--- config.mk ---
export PLATFORM = sky130hd
export DESIGN_NAME = neopix_frame_sched
export DESIGN_NICKNAME = d
export VERILOG_FILES = /design/src/rtl/neopix_frame_sched_pkg.sv /design/src/rtl/neopix_interval_timer.sv /design/src/rtl/neopix_frame_sched.sv
export SDC_FILE = /design/constraint.sdc
export NUM_CORES = 1
export LEC_CHECK = 0
export ABC_AREA = 1
export BUFFER_PORTS_ARGS = -buffer_cell sky130_fd_sc_hd__buf_2
export CORE_AREA = 2 2 158 160
export DETAILED_ROUTE_END_ITERATION = 8
export DIE_AREA = 0 0 160 162
export GPL_ROUTABILITY_DRIVEN = 0
export GPL_TIMING_DRIVEN = 0
export HOLD_SLACK_MARGIN = 0.1
export PLACE_DENSITY_LB_ADDON = 0.25
export REMOVE_ABC_BUFFERS = 1
export SLEW_MARGIN = 10
export SYNTH_ARGS = -nofsm -noshare
export SYNTH_HDL_FRONTEND = slang
export SYNTH_HIERARCHICAL = 1
export SYNTH_SLANG_ARGS = --single-unit
--- constraint.sdc ---
create_clock -name clk_i -period 2.4 [get_ports clk_i]
set_clock_uncertainty 0.2 [all_clocks]
set_input_delay 0.12 -clock clk_i [delete_from_list [all_inputs] [get_ports clk_i]]
set_output_delay 0.12 -clock clk_i [all_outputs]
set_load 0.05 [all_outputs]
--- src/rtl/neopix_frame_sched_pkg.sv ---
// Shared definitions for the NeoPixel frame scheduler: FSM state encodings
// and the count-width / latch-gap derivations used by the SPI and ws2812 paths.
package neopix_frame_sched_pkg;

  localparam logic [2:0] ST_IDLE      = 3'd0;
  localparam logic [2:0] ST_START     = 3'd1;
  localparam logic [2:0] ST_WAIT_BUSY = 3'd2;
  localparam logic [2:0] ST_SEND      = 3'd3;
  localparam logic [2:0] ST_GAP       = 3'd4;

  // Last WAIT_BUSY cycle index before a start is treated as lost (8 cycles).
  localparam logic [2:0] WAIT_BUSY_LAST = 3'd7;

  function automatic int count_width(input int num_leds);
    return $clog2(num_leds) + 1;
  endfunction

  function automatic int latch_cycles(input int clk_hz, input int latch_us);
    int c;
    c = (clk_hz / 1000000) * latch_us;
    return (c < 1) ? 1 : c;
  endfunction

endpackage

--- src/rtl/neopix_interval_timer.sv ---
// Loadable down-counter that saturates at zero and flags when it is there.
module neopix_interval_timer #(
  parameter int               WIDTH       = 32,
  parameter logic [WIDTH-1:0] RESET_VALUE = {WIDTH{1'b0}}
) (
  input  logic             clk_i,
  input  logic             reset_i,
  input  logic             load_i,
  input  logic [WIDTH-1:0] value_i,
  output logic             zero_o
);

  logic [WIDTH-1:0] count;

  // Load has priority; otherwise count down and hold at zero.
  always_ff @(posedge clk_i) begin
    if (reset_i) begin
      count <= RESET_VALUE;
    end else if (load_i) begin
      count <= value_i;
    end else if (count != {WIDTH{1'b0}}) begin
      count <= count - {{(WIDTH-1){1'b0}}, 1'b1};
    end
  end

  assign zero_o = (count == {WIDTH{1'b0}});

endmodule

--- src/rtl/neopix_frame_sched.sv ---
// Frame scheduler: owns the LED RAM double-buffer bank assignment, swaps in
// committed SPI frames, issues ws2812 start pulses and enforces the latch gap.
module neopix_frame_sched
  import neopix_frame_sched_pkg::*;
#(
  parameter  int NUM_LEDS     = 8,
  parameter  int SYSTEM_CLOCK = 50000000,
  parameter  int LATCH_US     = 300,
  parameter  int REFRESH_HZ   = 1000,
  localparam int CW           = count_width(NUM_LEDS)
) (
  input  logic          clk_i,
  input  logic          reset_i,
  input  logic          spi_begin_i,
  input  logic          spi_end_i,
  input  logic [CW-1:0] spi_count_i,
  input  logic          refresh_en_i,
  input  logic          ws_busy_i,
  output logic          ws_start_o,
  output logic          wr_bank_o,
  output logic          rd_bank_o,
  output logic [CW-1:0] ws_count_o,
  output logic          pending_o,
  output logic          drop_o,
  output logic [15:0]   frames_o
);

  localparam int TW             = 32;
  localparam int LATCH_CYCLES   = latch_cycles(SYSTEM_CLOCK, LATCH_US);
  localparam int REFRESH_CYCLES = SYSTEM_CLOCK / REFRESH_HZ;

  localparam logic [TW-1:0] GAP_LOAD     = TW'(LATCH_CYCLES - 1);
  localparam logic [TW-1:0] REFRESH_LOAD = TW'(REFRESH_CYCLES);
  localparam logic [CW-1:0] MAX_COUNT    = CW'(NUM_LEDS);

  logic [2:0]    state;
  logic [2:0]    next_state;
  logic [2:0]    wait_cnt;
  logic [CW-1:0] commit_count;
  logic [CW-1:0] clamped_count;
  logic          swap;
  logic          overrun;
  logic          gap_load;
  logic          gap_zero;
  logic          refresh_load;
  logic          refresh_zero;

  assign swap         = (state == ST_IDLE) && pending_o;
  // A swap in the same cycle as spi_begin wins; a simultaneous spi_end masks the begin.
  assign overrun      = spi_begin_i && !spi_end_i && pending_o && !swap;
  assign gap_load     = (state == ST_SEND) && !ws_busy_i;
  assign refresh_load = (state == ST_START);

  // Clamp the SPI-reported count to the bank size.
  always_comb begin
    clamped_count = spi_count_i;
    if (spi_count_i > MAX_COUNT) begin
      clamped_count = MAX_COUNT;
    end else begin
      clamped_count = spi_count_i;
    end
  end

  // Scheduler next-state decision.
  always_comb begin
    next_state = state;
    case (state)
      ST_IDLE: begin
        if (pending_o) begin
          next_state = ST_START;
        end else if (refresh_en_i && refresh_zero) begin
          next_state = ST_START;
        end else begin
          next_state = ST_IDLE;
        end
      end
      ST_START: next_state = ST_WAIT_BUSY;
      ST_WAIT_BUSY: begin
        if (ws_busy_i) begin
          next_state = ST_SEND;
        end else if (wait_cnt == WAIT_BUSY_LAST) begin
          next_state = ST_IDLE;
        end else begin
          next_state = ST_WAIT_BUSY;
        end
      end
      ST_SEND: begin
        if (!ws_busy_i) begin
          next_state = ST_GAP;
        end else begin
          next_state = ST_SEND;
        end
      end
      ST_GAP: begin
        if (gap_zero) begin
          next_state = ST_IDLE;
        end else begin
          next_state = ST_GAP;
        end
      end
      default: next_state = ST_IDLE;
    endcase
  end

  // State, bank assignment, commit register and registered outputs.
  always_ff @(posedge clk_i) begin
    if (reset_i) begin
      state        <= ST_IDLE;
      wait_cnt     <= 3'd0;
      wr_bank_o    <= 1'b0;
      rd_bank_o    <= 1'b1;
      ws_count_o   <= {CW{1'b0}};
      commit_count <= {CW{1'b0}};
      pending_o    <= 1'b0;
      ws_start_o   <= 1'b0;
      drop_o       <= 1'b0;
      frames_o     <= 16'd0;
    end else begin
      state      <= next_state;
      ws_start_o <= (next_state == ST_START);
      wait_cnt   <= (state == ST_WAIT_BUSY) ? (wait_cnt + 3'd1) : 3'd0;
      drop_o     <= overrun;
      if (swap) begin
        wr_bank_o  <= ~wr_bank_o;
        rd_bank_o  <= wr_bank_o;
        ws_count_o <= commit_count;
        frames_o   <= frames_o + 16'd1;
      end
      if (spi_end_i) begin
        pending_o    <= 1'b1;
        commit_count <= clamped_count;
      end else if (swap || overrun) begin
        pending_o <= 1'b0;
      end
    end
  end

  neopix_interval_timer #(
    .WIDTH       (TW),
    .RESET_VALUE ({TW{1'b0}})
  ) gap_timer (
    .clk_i   (clk_i),
    .reset_i (reset_i),
    .load_i  (gap_load),
    .value_i (GAP_LOAD),
    .zero_o  (gap_zero)
  );

  neopix_interval_timer #(
    .WIDTH       (TW),
    .RESET_VALUE (REFRESH_LOAD)
  ) refresh_timer (
    .clk_i   (clk_i),
    .reset_i (reset_i),
    .load_i  (refresh_load),
    .value_i (REFRESH_LOAD),
    .zero_o  (refresh_zero)
  );

endmodule

### Word-level counts from Yosys, hierarchy flattened

Cells that the tools add are included.

* register bits after elaboration: 99
* bits of input ports: 10

* add/sub/neg operators: 4
* magnitude comparators: 1
* equal/unequal tests: 6
* multiplexer cells: 12
* bitwise gates (word level): 2
* reduce and logical (&&, ||, !) cells: 20

Operator list (count)
* $logic_not A32 Y1: 2
* $reduce_bool A32 Y1: 2
* $sub A32 B1 Y32 const B: 2
* $mux W14: 2
* $add A16 B1 Y16 const B: 1
* $pmux W3 S5: 1
* $eq A3 B1 Y1 const B: 2
* $eq A3 B2 Y1 const B: 2
* $eq A3 B3 Y1 const B: 2
* $logic_and A1 B1 Y1: 6
* $mux W3: 2
* $reduce_or A2 Y1: 3
* $gt A4 B4 Y1 const B: 1
* $mux W1: 4
* $mux W2: 2
* $mux W4: 1
* $reduce_bool A2 Y1: 2
* $add A3 B1 Y3 const B: 1
* $logic_not A1 Y1: 3
* $logic_not A3 Y1: 1
* $not A1 Y1: 2
* $logic_or A1 B1 Y1: 1

### Depth between registers and ports, before layout

* depth in word-level cells: 7
* mapped depth: 13
* mapped depth without buffers: 12

### Modules after synthesis

The synthesis kept the hierarchy.

Modules (own cells, without submodules)
* neopix_interval_timer (refresh_timer): instances 1, cells an instance 373, area each 2232.1 sq um, sequential area each 640.6 sq um
* neopix_interval_timer (gap_timer): instances 1, cells an instance 365, area each 2192.1 sq um, sequential area each 640.6 sq um
* neopix_frame_sched: instances 1, cells an instance 215, area each 1525.2 sq um, sequential area each 700.7 sq um

### Worst setup path after synthesis

No wires, ideal clock.

* path type: register to register
* start point: register frames_o[1]
* end point: register frames_o[12]
* arrival time: 1573 ps
* slack: 510 ps
* stages on the path, launching flop included: 9
* path buffers: 0
* cells stage by stage: dfxtp_1 ha_1 inv_1 nor2_1 nand2_1 nor2_1 nand3_1 nand2_1 nor2_1

* cells in the longest elaborated chain, start to end: 1

RTL lines
* start, declared: line neopix_frame_sched.sv:25 `output logic [15:0] frames_o`
* start signal, assigned: line neopix_frame_sched.sv:127 `frames_o <= frames_o + 16'd1;`
* $add A16 B1 Y16: line neopix_frame_sched.sv:127

No other way between the ends.
A chain may end at the register's enable or synchronous reset.

==> qor.txt <==
number of cells on the worst reg-to-reg path: 10
clock latency on the worst-skew pair: 0.35 ns
Port Buffer Count: 34
Crit path depth: 8
Critical Path Most Common Cell: dlygate4sd3_1
CTS clock-pin slew for the worst setup and hold paths: 0.07 ns
number of distinct library cells after synthesis: 39
share of the synthesized area in the top cell type: 33.3%
result of the run: complete, no violations
number of stages on the worst hold path: 1
count of endpoints failing setup in the final report: 0
Final Max Tran Viols: 0
CTS max path bufs: 2
remaining antenna violation count: 0
Site Rows: 57
sequential element share of the synthesized area: 33.3%
Crit path max-delay family: buffers and inverters
Final Hold Slack: 0.221 ns
overall die area: 0.0259 sq mm
count of boundary I/O pins: 35
class of the tightest hold or removal check: reg2reg
max_slew headroom: 60.2%
endpoint kind of the worst setup timing path: flop
critical-path maximum fanout: 6
Finished Cell Area: 0.00727 sq mm
Crit Path Category: in2reg
root buffer cell: clkbuf_16
worst r2r src: state[2]
proportion of layout cells with a drive suffix above 1: 11.3%
max-capacitance violation count: 0
starting density of the core: 24.7%
Worst setup SP type: input port
biggest area contributors in the synthesized netlist: dfxtp_1 33%, nand2_1 18%, nor2_1 11%
CTS H-tree depth: 3
clock sink count: 99
data arrival at the endpoint of the critical path: 2.36 ns
overall global routing resource usage: 12.6%
cell type with the largest total area after synthesis: dfxtp_1
initial antenna violation count: 0
number of hold violations in the final report: 0
detailed placement HPWL: 11.0 mm
number of synthesized flops with an enable pin: 0
count of synthesis-stage warnings from yosys: 6
drt first pass iters: 5
total grt overflow: 0
Via Count: 5777
post-placement cell area: 0.00671 sq mm
TritonCTS buffer count: 9
height of the chip: 162 um
flops & latches, synth: 99
RSZ-0062 raised after global routing: false
number of cells produced by synthesis: 953
largest stage delay on the critical path: 0.56 ns
WL per Instance: 11.3 um
Detailed Route Iter0 Violations: 334
startpoint of the tightest hold check path: wait_cnt[0]
post-placement worst setup slack: -0.535 ns
data required time of the critical path: 2.49 ns
Final Cycle Share: 94.4%
maximum ir drop on the vdd rail: 627 uV
core box area: 0.0241 sq mm
CP max-delay cell: dlygate4sd3_1
commonest cells in the netlist: 282 x nand2_1, 179 x nor2_1, 99 x dfxtp_1, 85 x inv_1, 64 x nand3_1
CP Buf/Inv Count: 5
transition time of the tightest slew-check pin: 0.596 ns
minimum clock period after layout: 2.27 ns
die outline width: 160 um
number of global-route vias before repair: 5431
source of the critical timing path: spi_end_i
TritonCTS clock tree: done
cell leakage power: 3.20 nW
Power, Total: 0.00770 W
final worst setup slack: 0.135 ns
cells along the critical path: dlygate4sd3_1 -> buf_2 -> inv_1 -> nor2_1 -> nand2_1 -> dlygate4sd3_1 -> a21oi_1 -> dlygate4sd3_1
maximum number of pins on one net before global-route repair: 49
number of design rule violations left after detail routing: 0
first-pass GRT wire length: 26.7 mm
via count normalized by instance count: 4.15
proportion of register bits with asynchronous set or reset after synthesis: 0%
most used standard cell by instance count after synthesis: nand2_1
total power divided by cell area: 1060 mW/mm^2
dominant register cell in the synthesized netlist: dfxtp_1
Max Clk Rate: 441 MHz
area of the mapped netlist: 0.00595 sq mm
count of antenna diodes in the layout: 0
total number of nets in the final design: 1080
final routed wirelength across all metal layers: 15.8 mm
synthesized area per cell: 6.24 sq um
synth-to-layout area growth: 22.2%
core utilization of the finished layout: 30.2%
[cells in the final DEF (no fill, tap or decap), drive strengths merged, types with 10 or more instances in the layout]
master / count
conb: 64
inv: 85
buf: 45
nor3: 13
nand4: 16
nor2: 199
clkbuf: 10
xor2: 14
nand2: 295
a21oi: 58
or2: 14
nand3: 67
o21ai: 28
dlygate4sd3: 16
dfxtp: 99
[power by group]
group          internal (W)  switching (W)  leakage [nW]  total [W]
clock network      0.000733       0.000679         0.131    0.00141
logic               0.00135        0.00260          2.26    0.00395
registers           0.00198       0.000362         0.807    0.00234
[logic make-up (layout without fill, tap and decap cells)]
logic type      Yosys count  in the layout  share of synthesized area [%]
simple gates            613            613                           45.6
buf+inv                 112            166                           7.53
flops                    99             99                           33.3
compound gates           97             97                           8.69
xor+xnor                 23             23                           3.39
fa+ha+maj                 5              5                           1.05
other cells               2             64                          0.126
mux                       2              2                          0.337
[per-layer routing]
layer / track usage, % / vias to the layer above / part of all wire (%)
li1: - / 3172 / -
met1: 16.3 / 2555 / 50
met2: 21.6 / 42 / 46
met3: 2.22 / 8 / 2.2
met4: 3.19 / 0 / 0.98
met5: 0 / - / 0
[path summary, 6_finish.rpt]
| check | endpoint | slack, ns |
|---|---|---|
| worst max-delay path | commit_count[2] | 0.13 |
| worst min-delay path | wait_cnt[0] | 0.22 |
| worst max register to register | gap_timer/count[0] | 0.19 |
| worst min register to register | wait_cnt[0] | 0.22 |
[layout make-up]
cell class | count | area [sq um]
fillers | 2744 | 16800
multi-input cells | 804 | 3790
flip-flops and latches | 99 | 1980
repair buffers | 61 | 463
well taps | 324 | 405
inverters | 87 | 334
clock buffers | 10 | 239
clock inverters | 5 | 37.5
repair inverters | 3 | 20.0
[sequential cells by signal, indices dropped and copies added (netlist names)]
name and cells:
wr_bank_o 1, wait_cnt 3, rd_bank_o 1, ws_start_o 1, drop_o 1, ws_count_o 4
frames_o 16, pending_o 1, refresh_timer/count 32, state 3, commit_count 4, gap_timer/count 32
[through the flow]
| stage | instances | setup TNS (ns) |
|---|---|---|
| finish | 1393 | 0 |
| global route | 1393 | 0 |
| CTS | 1392 | 0 |
| detailed placement | 1353 | -11.35 |
| global placement | 1348 | -182.62 |
| floorplan | 990 | -53.76 |
[timing repair]
item	in CTS	in global routing
gates resized for setup	6	4
hold buffers	17	0
endpoints found under the hold margin	25	0
buffers inserted	5	1
cloned	2	1
endpoints found under the setup margin	34	11
pin swaps	2	0
(Power assumes the default switching activity.)
